--- src/rtl/layer_compositor_if.sv ---
// Pixel/priority bus between the sprite/display side and the layer compositor.
interface layer_compositor_if #(
  parameter int NUM_LAYERS = 4,
  parameter int COLOR_W    = 12,
  parameter int IDX_W      = 2
);
  logic                          pix_en;
  logic                          bright;
  logic                          hSync_in;
  logic                          vSync_in;
  logic [NUM_LAYERS*COLOR_W-1:0] layer_rgb;
  logic [COLOR_W-1:0]            background;
  logic                          prio_wr;
  logic [NUM_LAYERS*IDX_W-1:0]   prio_wdata;
  logic                          prio_busy;
  logic                          prio_err;
  logic [COLOR_W-1:0]            rgb_out;
  logic                          hSync_out;
  logic                          vSync_out;
  logic [NUM_LAYERS-1:0]         hit_mask;
  logic                          frame_done;

  modport master (
    output pix_en, bright, hSync_in, vSync_in, layer_rgb, background, prio_wr, prio_wdata,
    input  prio_busy, prio_err, rgb_out, hSync_out, vSync_out, hit_mask, frame_done
  );

  modport slave (
    input  pix_en, bright, hSync_in, vSync_in, layer_rgb, background, prio_wr, prio_wdata,
    output prio_busy, prio_err, rgb_out, hSync_out, vSync_out, hit_mask, frame_done
  );
endinterface

--- src/rtl/layer_compositor.sv ---
// Priority compositor for sprite layers: 2-stage pixel pipeline, frame-synchronous
// priority reload, and per-frame collision report against layer 0 (player).
module layer_compositor #(
  parameter int NUM_LAYERS = 4,
  parameter int COLOR_W    = 12,
  parameter int IDX_W      = 2
) (
  input  logic             ClkPort,
  input  logic             Reset,
  layer_compositor_if.slave bus
);
  localparam int N = NUM_LAYERS;

  // S1 pixel stage
  logic [N-1:0][COLOR_W-1:0] s1_rgb;
  logic [COLOR_W-1:0]        s1_bg;
  logic                      s1_bright, s1_hs, s1_vs;

  // S2 / output registers
  logic [COLOR_W-1:0] rgb_q;
  logic               hs_q, vs_q;

  // priority state
  logic [N-1:0][IDX_W-1:0] active, pending;
  logic [N-1:0][IDX_W-1:0] wslot;
  logic                    busy, err, perm_ok;
  logic [N-1:0]            seen;

  // collision state
  logic [N-1:0] opaque, cur_hit, acc, hit_q;
  logic         done_q;

  logic [COLOR_W-1:0] sel;
  logic               found;
  logic               boundary;

  assign wslot    = bus.prio_wdata;
  // s1_vs holds the previously sampled vSync_in, so this is the sync falling edge
  assign boundary = bus.pix_en & ~bus.vSync_in & s1_vs;

  genvar gi;
  generate
    for (gi = 0; gi < N; gi++) begin : g_layer
      assign opaque[gi] = (s1_rgb[gi] != s1_bg);
      if (gi == 0) begin : g_player
        assign cur_hit[gi] = 1'b0;
      end else begin : g_other
        assign cur_hit[gi] = s1_bright & opaque[0] & opaque[gi];
      end
    end
  endgenerate

  // walk the active order; first non-transparent layer wins, blanking forces black
  always_comb begin
    sel   = s1_bg;
    found = 1'b0;
    for (int k = 0; k < N; k++) begin
      if (!found && opaque[active[k]]) begin
        sel   = s1_rgb[active[k]];
        found = 1'b1;
      end
    end
    if (!s1_bright) sel = '0;
  end

  // accept only writes that name every layer exactly once
  always_comb begin
    seen    = '0;
    perm_ok = 1'b1;
    for (int k = 0; k < N; k++) begin
      if (32'(wslot[k]) >= N || seen[wslot[k]]) perm_ok = 1'b0;
      else seen[wslot[k]] = 1'b1;
    end
  end

  // two-stage pixel pipeline, advancing only on pixel strobes
  always_ff @(posedge ClkPort or posedge Reset) begin
    if (Reset) begin
      s1_rgb    <= '0;
      s1_bg     <= '0;
      s1_bright <= 1'b0;
      s1_hs     <= 1'b1;
      s1_vs     <= 1'b1;
      rgb_q     <= '0;
      hs_q      <= 1'b1;
      vs_q      <= 1'b1;
    end else if (bus.pix_en) begin
      s1_rgb    <= bus.layer_rgb;
      s1_bg     <= bus.background;
      s1_bright <= bus.bright;
      s1_hs     <= bus.hSync_in;
      s1_vs     <= bus.vSync_in;
      rgb_q     <= sel;
      hs_q      <= s1_hs;
      vs_q      <= s1_vs;
    end
  end

  // priority order: pending write promoted only at a frame boundary; a
  // simultaneous new write lands in pending afterwards and keeps busy set
  always_ff @(posedge ClkPort or posedge Reset) begin
    if (Reset) begin
      for (int k = 0; k < N; k++) active[k] <= IDX_W'(k);
      pending <= '0;
      busy    <= 1'b0;
      err     <= 1'b0;
    end else begin
      if (boundary && busy) begin
        active <= pending;
        busy   <= 1'b0;
      end
      if (bus.prio_wr) begin
        if (perm_ok) begin
          pending <= wslot;
          busy    <= 1'b1;
        end else begin
          err <= 1'b1;
        end
      end
    end
  end

  // collision accumulate; at a boundary the pixel still in S1 closes the old
  // frame, and the boundary pixel itself accumulates on the next strobe
  always_ff @(posedge ClkPort or posedge Reset) begin
    if (Reset) begin
      acc    <= '0;
      hit_q  <= '0;
      done_q <= 1'b0;
    end else begin
      done_q <= boundary;
      if (boundary) begin
        hit_q <= acc | cur_hit;
        acc   <= '0;
      end else if (bus.pix_en) begin
        acc <= acc | cur_hit;
      end
    end
  end

  assign bus.rgb_out    = rgb_q;
  assign bus.hSync_out  = hs_q;
  assign bus.vSync_out  = vs_q;
  assign bus.prio_busy  = busy;
  assign bus.prio_err   = err;
  assign bus.hit_mask   = hit_q;
  assign bus.frame_done = done_q;
endmodule
--- src/flat_wrapper.sv ---
// flat-port wrapper written by rule: the top's interface ports become plain ports
module layer_compositor_flat 
#(
  parameter int NUM_LAYERS = 4,
  parameter int COLOR_W    = 12,
  parameter int IDX_W      = 2
)
  (ClkPort, Reset, bus_pix_en, bus_bright, bus_hSync_in, bus_vSync_in, bus_layer_rgb, bus_background, bus_prio_wr, bus_prio_wdata, bus_prio_busy, bus_prio_err, bus_rgb_out, bus_hSync_out, bus_vSync_out, bus_hit_mask, bus_frame_done);
  layer_compositor_if #(.NUM_LAYERS(NUM_LAYERS), .COLOR_W(COLOR_W), .IDX_W(IDX_W)) bus_i ();
  input  logic ClkPort;
  input  logic Reset;
  input wire logic [$bits(bus_i.pix_en)-1:0] bus_pix_en;
  input wire logic [$bits(bus_i.bright)-1:0] bus_bright;
  input wire logic [$bits(bus_i.hSync_in)-1:0] bus_hSync_in;
  input wire logic [$bits(bus_i.vSync_in)-1:0] bus_vSync_in;
  input wire logic [$bits(bus_i.layer_rgb)-1:0] bus_layer_rgb;
  input wire logic [$bits(bus_i.background)-1:0] bus_background;
  input wire logic [$bits(bus_i.prio_wr)-1:0] bus_prio_wr;
  input wire logic [$bits(bus_i.prio_wdata)-1:0] bus_prio_wdata;
  output wire logic [$bits(bus_i.prio_busy)-1:0] bus_prio_busy;
  output wire logic [$bits(bus_i.prio_err)-1:0] bus_prio_err;
  output wire logic [$bits(bus_i.rgb_out)-1:0] bus_rgb_out;
  output wire logic [$bits(bus_i.hSync_out)-1:0] bus_hSync_out;
  output wire logic [$bits(bus_i.vSync_out)-1:0] bus_vSync_out;
  output wire logic [$bits(bus_i.hit_mask)-1:0] bus_hit_mask;
  output wire logic [$bits(bus_i.frame_done)-1:0] bus_frame_done;
  assign bus_i.pix_en = bus_pix_en;
  assign bus_i.bright = bus_bright;
  assign bus_i.hSync_in = bus_hSync_in;
  assign bus_i.vSync_in = bus_vSync_in;
  assign bus_i.layer_rgb = bus_layer_rgb;
  assign bus_i.background = bus_background;
  assign bus_i.prio_wr = bus_prio_wr;
  assign bus_i.prio_wdata = bus_prio_wdata;
  assign bus_prio_busy = bus_i.prio_busy;
  assign bus_prio_err = bus_i.prio_err;
  assign bus_rgb_out = bus_i.rgb_out;
  assign bus_hSync_out = bus_i.hSync_out;
  assign bus_vSync_out = bus_i.vSync_out;
  assign bus_hit_mask = bus_i.hit_mask;
  assign bus_frame_done = bus_i.frame_done;
  layer_compositor #(.NUM_LAYERS(NUM_LAYERS), .COLOR_W(COLOR_W), .IDX_W(IDX_W)) u_core (.ClkPort(ClkPort), .Reset(Reset), .bus(bus_i));
endmodule
--- config.mk ---
export PLATFORM = sky130hd
export DESIGN_NAME = layer_compositor_flat
export DESIGN_NICKNAME = d
export VERILOG_FILES = /design/src/rtl/layer_compositor_if.sv /design/src/rtl/layer_compositor.sv /design/src/flat_wrapper.sv
export SDC_FILE = /design/constraint.sdc
export NUM_CORES = 1
export LEC_CHECK = 0
export BUFFER_PORTS_ARGS = -buffer_cell sky130_fd_sc_hd__clkbuf_2
export CELL_PAD_IN_SITES_DETAIL_PLACEMENT = 0
export CELL_PAD_IN_SITES_GLOBAL_PLACEMENT = 1
export CORE_ASPECT_RATIO = 0.75
export CORE_MARGIN = 4
export CORE_UTILIZATION = 40
export DETAILED_ROUTE_END_ITERATION = 16
export GPL_TIMING_DRIVEN = 0
export HOLD_SLACK_MARGIN = 0.08
export PLACE_DENSITY = 0.72
export SYNTH_ARGS = -nofsm -noshare
export SYNTH_HDL_FRONTEND = slang
export SYNTH_SLANG_ARGS = --single-unit
--- constraint.sdc ---
create_clock -name ClkPort -period 2.6 [get_ports ClkPort]
set_input_delay 0.13 -clock ClkPort [delete_from_list [all_inputs] [get_ports ClkPort]]
set_output_delay 0.13 -clock ClkPort [all_outputs]
set_load 0.05 [all_outputs]
==> impl_metrics.ini, run 1 <==
[yosys]
synth_compound_area_frac = 0.164
synth.top_cell.area_share = 0.329
yosys_register_bits = 102
ys_seq_area_frac = 0.358
synthTopCellsByArea = dfrtp_1, mux2_2, xnor2_1, mux4_1, mux2i_1
synthAdderAreaFrac = 0
synth_common_cells = dfrtp_1, mux2_2, nand2_1
yosys_warnings = 0
synth_top_family_by_area = multiplexers
synth-xor-area-share = 0.0646
synth_cells = 608
muxShareOfSynthArea = 0.234
synth-simple-area-share = 0.0903
synth-edff-count = 0
async_reset_ff_frac = 1.00
synth_top_cell_by_area = dfrtp_1
synth_ff_type = dfrtp_1
syn_area_um2 = 7150
synth_cell_types = 58
yosysMostFrequentCell = dfrtp_1
syn_avg_cell_area_um2 = 11.8
synth_nets = 683

[die]
ios = 96
core_area_um2 = 17600
dieHeight_um = 124
dieArea_um2 = 20100
fp.dieW_um = 162
start_util = 0.406
num_rows = 42

[flow_run]
cap_violations = 0

[detailed_routing]
wl_per_cell_um = 21.7
drtAntennaViolNets = 0
drc = 0
vias = 5838
finalWirelength_um = 22800
routed_via_density = 5.57
first_iter_violations = 708
drtPass1Iterations = 5

[placed_design]
place_congestion = 0.938
dpl_cell_area_um2 = 7970
dp_hpwl_um = 17400
io_buffers = 94
pre_cts_slack_ns = -0.285

[clocking]
cts_inserted_buffers = 9
cts_sinks = 102
insertion_delay_ns = 0.36
cts_tree = built
clockBufferDepth = 2
htree_num_levels = 3
cts-root-buf = clkbuf_16
clk_pin_slew_ns = 0.07

[pwr]
ir_drop_v = 0.000361
powerDensity_nw_per_um2 = 809
p_leak_nw = 4.02

[sta]
hold_viol_final = 0
max_slew_margin = 0.487
setup_viol = 5
max_freq_mhz = 383
rsz0062_at_grt = yes
setup_ws_ns = -0.00991
worst_pin_slew_ns = 0.770
fin_skew_ns = 0.00790
timing.final.max_slew_violations = 0
fin_crit_ns = 2.61
fin_crit_sh = 1.00

[worst_setup_path]
slowest_delay_ns = 0.60
r2r_slack_ns = -0.01
required_ns = 2.84
path_class = flop to flop
worst_setup_path_start_kind = flop
cp.buffers_inverters = 4
worstSetupEndpointType = flop
critPathTopFamily = buffers and inverters
startpoint = u_core.s1_bg[3]$_DFFE_PP0P_
crit_fanout = 7
cp.arrival_ns = 2.85
path_cells = buf_6 -> xnor2_1 -> nand4_1 -> nor3_4 -> buf_12 -> buf_4 -> mux4_2 -> and3b_4 -> clkbuf_16 -> a211oi_4 -> o22ai_2
rr_startpoint = u_core.s1_bg[3]$_DFFE_PP0P_
cpMaxStageDelayCell = mux4_2

[global_route]
grt_pass1_vias = 5797
antenna_found_initial = 0
grt_max_degree = 44
grt-ovfl-total = 0
track_usage = 0.230
grt_pass1_wl_um = 35000

[cells_and_area]
stdcell_area_um2 = 9630
syn_to_final_growth_pct = 34.7
fin_nets = 876
drive_gt1_frac = 0.460
num_antenna_cells = 0

[hold_path]
hold_class = primary input to flop
hp-start = bus_prio_wdata[5]

[run_status]
outcome = finished, violations left
violations = setup timing
-- area by class of cell --
type	instances	area, µm²
buffer	59	523
clock buffer	10	239
clock inverter	6	52.6
fill	1460	7970
inverter	33	128
multi-input combinational	414	4440
sequential	102	2580
tap	242	303
timing repair buffer	182	1360
-- per-stage QoR --
| stage | hold slack, ns | utilization | TNS [ns] | power, mW | std cells |
|---|---|---|---|---|---|
| 4_1_cts | 0.0981 | 0.519 | 0 | 7.49 | 1042 |
| 6_report | 0.109 | 0.547 | -0.0335 | 7.79 | 1048 |
| 3_3_place_gp | 0.340 | 0.450 | -1.89 | 5.89 | 944 |
| 2_1_floorplan | 0.247 | - | 0 | 5.06 | 608 |
| 5_1_grt | 0.113 | 0.547 | -0.573 | 8.17 | 1048 |
| 3_5_place_dp | 0.172 | 0.453 | -2.43 | 5.96 | 946 |
-- timing repair --
action,4_1_cts,5_1_grt
hold endpoints to repair,84,0
setup endpoints to repair,12,12
hold buffers,66,0
buffers inserted,14,5
cloned,0,2
pin swaps,7,30
gates resized for setup,19,70
-- kinds of logic (layout without fill, tap and decap cells) --
family / after synthesis / in the layout
compound gates: 134 / 134
xor+xnor: 51 / 51
buf+inv: 92 / 290
flops: 102 / 102
mux: 121 / 121
other cells: 1 / 1
simple gates: 107 / 107
-- state kept, by name (all words and copies together), names as in the netlist --
signal,count
u_core.pending,8
u_core.acc,3
u_core.s1_bright,1
u_core.bus.hit_mask,3
u_core.s1_vs,1
u_core.bus.hSync_out,1
u_core.bus.frame_done,1
u_core.s1_bg,12
u_core.bus.vSync_out,1
u_core.bus.prio_busy,1
u_core.active,8
u_core.bus.prio_err,1
u_core.bus.rgb_out,12
u_core.s1_rgb,48
u_core.s1_hs,1
-- placed cells by master (no fill, tap or decap), types with 6 or more instances in the layout --
cell type,n
o22ai_2,10
clkbuf_8,8
o21ai_1,8
mux2_2,65
xnor2_1,20
nor2_1,9
mux2i_1,30
clkbuf_1,20
buf_4,19
dfrtp_1,78
a221oi_2,10
o21ai_0,26
dfrtp_2,16
xnor2_2,21
a211oi_2,8
inv_1,32
dfstp_2,8
nand4_1,16
clkbuf_2,95
o221ai_1,22
nand2_1,58
buf_6,20
clkbuf_16,10
mux4_2,9
dlygate4sd3_1,66
a32o_1,12
buf_12,6
mux4_1,15
xnor2_4,9
a21oi_2,12
-- worst paths after layout --
check | end | depth (start not counted)
setup / recovery | u_core.bus.rgb_out[9]$_DFFE_PP0P_ | 11
hold / removal | u_core.pending[5]$_DFFE_PP0P_ | 2
setup reg to reg | u_core.bus.rgb_out[9]$_DFFE_PP0P_ | 11
hold reg to reg | u_core.bus.prio_err$_DFFE_PP0P_ | 1
max in group asynchronous | u_core.active[7]$_DFFE_PP1P_ | 4
min in group asynchronous | u_core.s1_rgb[25]$_DFFE_PP0P_ | 3
-- layer usage --
layer / up-vias / share of wire / track usage
li1: 2689 / - / -
met1: 2882 / 0.49 / 0.362
met2: 250 / 0.41 / 0.331
met3: 17 / 0.084 / 0.0417
met4: 0 / 0.0080 / 0.0417
met5: - / 0 / 0
-- report_power, final --
part	switching, mW	leakage (nW)	internal (mW)
Combinational	2.29	2.68	1.88
Sequential	0.359	1.20	1.92
Clock	0.660	0.138	0.692
Power figures use the tool's default switching activity.
==> inputs of run 2 (changes only) <==
CTS_BUF_LIST = sky130_fd_sc_hd__clkbuf_16   (was default)
==> run 2 against run 1 <==
Against the previous run:
- the flow still finishes with violations (setup timing)
- non-clock buffer count did not move
- utilization fell by 0.14 points
- total power fell by 0.68%
- highest routed layer unchanged
- clock-buffer cell count fell by 1
- wire length barely moved
- largest power group unchanged
- critical path type unchanged
- global-route usage barely moved
- register-to-register slack barely moved
- design area fell by 0.25%
==> impl_metrics.ini, run 2 (synthesis results as in run 1) <==
[clocking]
clk_pin_slew_ns = 0.07
cts-root-buf = clkbuf_16
cts_inserted_buffers = 9
cts_tree = built
htree_num_levels = 3
cts_sinks = 102
clockBufferDepth = 2
insertion_delay_ns = 0.36

[global_route]
use_met3 = 0.0417
use_met1 = 0.362
grt_pass1_wl_um = 35000
track_usage = 0.230
antenna_found_initial = 0
grt_use_met2 = 0.331
grt-ovfl-total = 0
grt_pass1_vias = 5803
busiest_layer = met1
grt_max_degree = 44

[cells_and_area]
stdcell_area_um2 = 9610
drive_gt1_frac = 0.458
mostFrequentLayoutCell = clkbuf_2
mostFrequentLayoutCells = clkbuf_2, dfrtp_1, dlygate4sd3_1, mux2_2, nand2_1
regMostFlops = u_core.s1_rgb
largest_reg_flops = 48
syn_to_final_growth_pct = 34.4
num_antenna_cells = 0
fin_nets = 876
fillCellCount = 1463

[sta]
setup_viol = 4
worst_pin_slew_ns = 0.763
hold_viol_final = 0
max_slew_margin = 0.491
fin_crit_sh = 1.00
timing.final.max_slew_violations = 0
rsz0062_at_grt = yes
fin_crit_ns = 2.61
max_freq_mhz = 384
setup_ws_ns = -0.00612
fin_skew_ns = 0.00856

[die]
dieArea_um2 = 20100
ios = 96
num_rows = 42
fp.dieW_um = 162
core_area_um2 = 17600
start_util = 0.406
dieHeight_um = 124

[worst_setup_path]
rr_endpoint = u_core.bus.rgb_out[10]$_DFFE_PP0P_
r2r_slack_ns = -0.006
required_ns = 2.82
worst_setup_path_start_kind = flop
crit_fanout = 7
path_class = flop to flop
reg2reg_depth = 11
worstSetupEndpointType = flop
cp.arrival_ns = 2.82
rr_startpoint = u_core.s1_bg[3]$_DFFE_PP0P_

[placed_design]
dpl_cell_area_um2 = 7970
dp_hpwl_um = 17400
place_congestion = 0.938
io_buffers = 94

[detailed_routing]
first_iter_violations = 684
drtAntennaViolNets = 0
vias = 5824
drtPass1Iterations = 5
finalWirelength_um = 22800
routed_via_density = 5.56
drc = 0
wl_per_cell_um = 21.7

[hold_path]
min_to = u_core.pending[5]$_DFFE_PP0P_
holdPathStages = 2
hold_class = primary input to flop
hp-start = bus_prio_wdata[5]

[pwr]
p_leak_nw = 4.01
power_mw = 7.74
powerDensity_nw_per_um2 = 805
ir_drop_v = 0.000361

[run_status]
outcome = finished, violations left
violations = setup timing

[flow_run]
cap_violations = 0
## run 2: cell count changes in the layout (fill, tap and decap cells not counted)
cell      change
a221oi_2      +1
a221oi_4      -1
buf_4         -1
buf_6         +1
clkbuf_8      -1
clkinv_1      +1
o221ai_1      +1
o221ai_2      -1
## run 2: metrics by stage
step / setup TNS, ns / hold slack (ns) / cells / setup WS, ns / util
final: -0.0223 / 0.111 / 1048 / -0.00612 / 0.546
after global routing: -0.644 / 0.113 / 1048 / -0.0670 / 0.546
after CTS: 0 / 0.0981 / 1042 / 0.00114 / 0.518
after detailed placement: -2.43 / 0.172 / 946 / -0.285 / 0.453
after global placement: -1.89 / 0.340 / 944 / -0.225 / 0.450
after floorplan: 0 / 0.247 / 608 / 0.329 / -
## run 2: how the worst max path moves through the flow
stage                                       start                            endpoint  slack, ns  cells after the start
finish                u_core.s1_bg[3]$_DFFE_PP0P_  u_core.bus.rgb_out[10]$_DFFE_PP0P_     -0.006                     11
CTS                   u_core.s1_bg[4]$_DFFE_PP0P_   u_core.bus.rgb_out[1]$_DFFE_PP0P_      0.001                     11
global placement    u_core.s1_rgb[35]$_DFFE_PP0P_   u_core.bus.rgb_out[2]$_DFFE_PP0P_      -0.22                      9
detailed placement  u_core.s1_rgb[37]$_DFFE_PP0P_  u_core.bus.rgb_out[11]$_DFFE_PP0P_      -0.29                      9
floorplan            u_core.active[6]$_DFFE_PP1P_   u_core.bus.rgb_out[5]$_DFFE_PP0P_       0.33                      5
global route          u_core.s1_bg[1]$_DFFE_PP0P_  u_core.bus.rgb_out[10]$_DFFE_PP0P_      -0.07                     11
## run 2: cell type report
cell class	instances	area [µm²]	share of cell area
plain buffers	59	523	0.0544
clock buffers	9	225	0.0234
clock inverters	7	56.3	0.00586
inverters	33	128	0.0133
multi-input cells	414	4430	0.460
flip-flops and latches	102	2580	0.269
well taps	242	303	0.0315
repair buffers	182	1370	0.142
## run 2: where the power goes
| group | total, mW | switching [mW] | internal [mW] |
|---|---|---|---|
| clock | 1.32 | 0.661 | 0.662 |
| sequential | 2.28 | 0.357 | 1.92 |
| combinational | 4.14 | 2.27 | 1.87 |
## run 2: layer usage
metal | routed length [µm] | part of all wire
met1 | 11400 | 0.50
met3 | 1850 | 0.081
met4 | 221 | 0.0097
met2 | 9350 | 0.41
met5 | 0 | 0
## run 2: critical path, cell delays in order (launching register included)
cell      delay [ns]
dfrtp_1         0.38
buf_6           0.15
xnor2_1         0.14
nand4_1         0.15
nor3_4          0.06
buf_12          0.14
buf_4           0.13
mux4_2          0.60
and3b_4         0.28
buf_12          0.14
a211oi_4        0.21
o22ai_2         0.08
## run 2: repair_timing
| action | 4_1_cts | 5_1_grt |
|---|---|---|
| pin swaps | 7 | 28 |
| buffers inserted | 14 | 5 |
| gates resized for setup | 18 | 70 |
| hold endpoints to repair | 84 | 0 |
| cloned | 0 | 2 |
| hold buffers | 66 | 0 |
| setup endpoints to repair | 12 | 12 |
==> inputs of run 3 (changes only) <==
CELL_PAD_IN_SITES_DETAIL_PLACEMENT = default   (was 0)
CELL_PAD_IN_SITES_GLOBAL_PLACEMENT = default   (was 1)
CTS_CLUSTER_DIAMETER = 30   (was default)
PLACE_DENSITY = 0.6   (was 0.72)
SETUP_SLACK_MARGIN = 0.5   (was default)
==> run 3 against run 2 <==
Against the previous run:
- the run still ends with setup timing left
- clock-buffer cell count unchanged
- utilization up 2.5 points
- final cell count up 1.7%
- total power up 3.5%
- combinational power up 6.5%
- critical endpoint is now u_core.bus.rgb_out[2]$_DFFE_PP0P_
==> impl_metrics.ini, run 3 (synthesis results as in run 1) <==
[run_status]
outcome = finished, violations left
violations = setup timing

[sta]
fin_crit_sh = 1.00
max_slew_margin = 0.496
setup_viol = 2
hold_viol_final = 0
fin_skew_ns = 0.00951
timing.final.max_slew_violations = 0
fin_crit_ns = 2.61
worst_pin_slew_ns = 0.757
max_freq_mhz = 383
rsz0062_at_grt = yes
setup_ws_ns = -0.00774

[detailed_routing]
wl_per_cell_um = 21.9
drtAntennaViolNets = 0
first_iter_violations = 631
drtPass1Iterations = 5
routed_via_density = 5.66
drc = 0
finalWirelength_um = 23400
vias = 6035

[pwr]
pwr-share-comb = 0.550
p_int_mw = 4.59
ir_drop_v = 0.000435
p_sw_frac = 0.427
power_mw = 8.01
p_clk_frac = 0.164
p_seq_frac = 0.286
powerDensity_nw_per_um2 = 797
p_leak_nw = 4.18
switchingPower_mw = 3.42

[global_route]
grt_pass1_wl_um = 35800
grt_max_degree = 44
grt-ovfl-total = 0
track_usage = 0.234
grt_pass1_vias = 6089
antenna_found_initial = 0

[worst_setup_path]
r2r_slack_ns = -0.008
worst_setup_path_start_kind = flop
cpMaxStageDelayCell = dfrtp_1
slowest_delay_ns = 0.38
crit_fanout = 6
cp.arrival_ns = 2.88
rr_endpoint = u_core.bus.rgb_out[2]$_DFFE_PP0P_
reg2reg_depth = 11
cp.buffers_inverters = 3
path_class = flop to flop
rr_startpoint = u_core.s1_bg[3]$_DFFE_PP0P_
path_cells = buf_6 -> xnor2_4 -> nand4_4 -> nor3_4 -> mux2i_4 -> buf_4 -> a21oi_4 -> and4b_4 -> buf_12 -> a211oi_4 -> o22ai_2
critPathTopFamily = simple AND/OR/NAND/NOR gates
worstSetupEndpointType = flop
required_ns = 2.87

[die]
num_rows = 42
core_area_um2 = 17600
dieArea_um2 = 20100
fp.dieW_um = 162
start_util = 0.406
dieHeight_um = 124
ios = 96

[cells_and_area]
drive_gt1_frac = 0.498
multiInputGateArea_um2 = 4640
mostFrequentLayoutCell = clkbuf_2
num_antenna_cells = 0
mostFrequentLayoutCells = clkbuf_2, dfrtp_1, dlygate4sd3_1, mux2_2, nand2_1
regArea_um2 = 2590
largest_reg_flops = 48
fin_nets = 894
regMostFlops = u_core.s1_rgb
fillCellCount = 1410
syn_to_final_growth_pct = 40.6

[clocking]
cts_sinks = 102
cts_tree = built
cts_inserted_buffers = 9
cts-root-buf = clkbuf_16
insertion_delay_ns = 0.36
clk_pin_slew_ns = 0.08
clockBufferDepth = 2
htree_num_levels = 3

[placed_design]
place_congestion = 0.948
io_buffers = 94
dp_hpwl_um = 17200
pre_cts_slack_ns = -0.260

[hold_path]
hold_class = primary input to flop
hp-start = bus_prio_wdata[5]
min_to = u_core.pending[5]$_DFFE_PP0P_
holdPathStages = 2

[flow_run]
cap_violations = 0
run 3: cell type report:
class,count,share of cell area
Sequential cell,102,0.258
Tap cell,242,0.0301
Clock inverter,7,0.00585
Buffer,59,0.0539
Clock buffer,9,0.0224
Inverter,33,0.0127
Timing Repair Buffer,200,0.156
Multi-Input combinational cell,414,0.461
run 3: layer usage:
metal | wire [µm] | global-route usage | part of all wire
met2 | 9880 | 0.341 | 0.42
met3 | 2320 | 0.0635 | 0.099
met1 | 11000 | 0.353 | 0.47
met5 | 0 | 0 | 0
met4 | 200 | 0.0460 | 0.0086
run 3: timing repair:
action | CTS | global route
gates cloned | 2 | 2
hold buffers | 66 | 0
gates resized for setup | 65 | 61
setup buffers | 26 | 8
endpoints found under the setup margin | 16 | 12
pin swaps | 35 | 33
endpoints found under the hold margin | 83 | 0
run 3: worst max path at each step:
stage / start / endpoint / slack, ns / cells after the start
6_report: u_core.s1_bg[3]$_DFFE_PP0P_ / u_core.bus.rgb_out[2]$_DFFE_PP0P_ / -0.008 / 11
5_1_grt: u_core.s1_bg[2]$_DFFE_PP0P_ / u_core.bus.rgb_out[9]$_DFFE_PP0P_ / -0.12 / 12
4_1_cts: u_core.s1_rgb[24]$_DFFE_PP0P_ / u_core.bus.rgb_out[2]$_DFFE_PP0P_ / 0.05 / 10
3_5_place_dp: u_core.s1_rgb[35]$_DFFE_PP0P_ / u_core.bus.rgb_out[2]$_DFFE_PP0P_ / -0.26 / 9
3_3_place_gp: u_core.s1_rgb[35]$_DFFE_PP0P_ / u_core.bus.rgb_out[2]$_DFFE_PP0P_ / -0.20 / 9
2_1_floorplan: u_core.s1_bg[9]$_DFFE_PP0P_ / u_core.bus.rgb_out[10]$_DFFE_PP0P_ / 0.40 / 10
run 3: power groups by stage:
stage,combinational (mW),clock [mW],sequential (mW)
after floorplan,2.62,0,2.46
after global placement,3.66,0,2.26
after detailed placement,3.71,0,2.27
after CTS,4.10,1.35,2.25
after global routing,4.67,1.41,2.32
final,4.41,1.32,2.29
run 3: stage by stage:
step,area (µm²),instances,utilization,hold slack (ns),TNS [ns]
6_report,10100,1066,0.571,0.122,-0.0144
5_1_grt,10100,1066,0.571,0.120,-1.12
4_1_cts,9570,1056,0.543,0.107,0
3_5_place_dp,8010,946,0.455,0.183,-2.21
3_3_place_gp,7970,944,0.453,0.343,-1.66
2_1_floorplan,7200,608,-,0.247,0
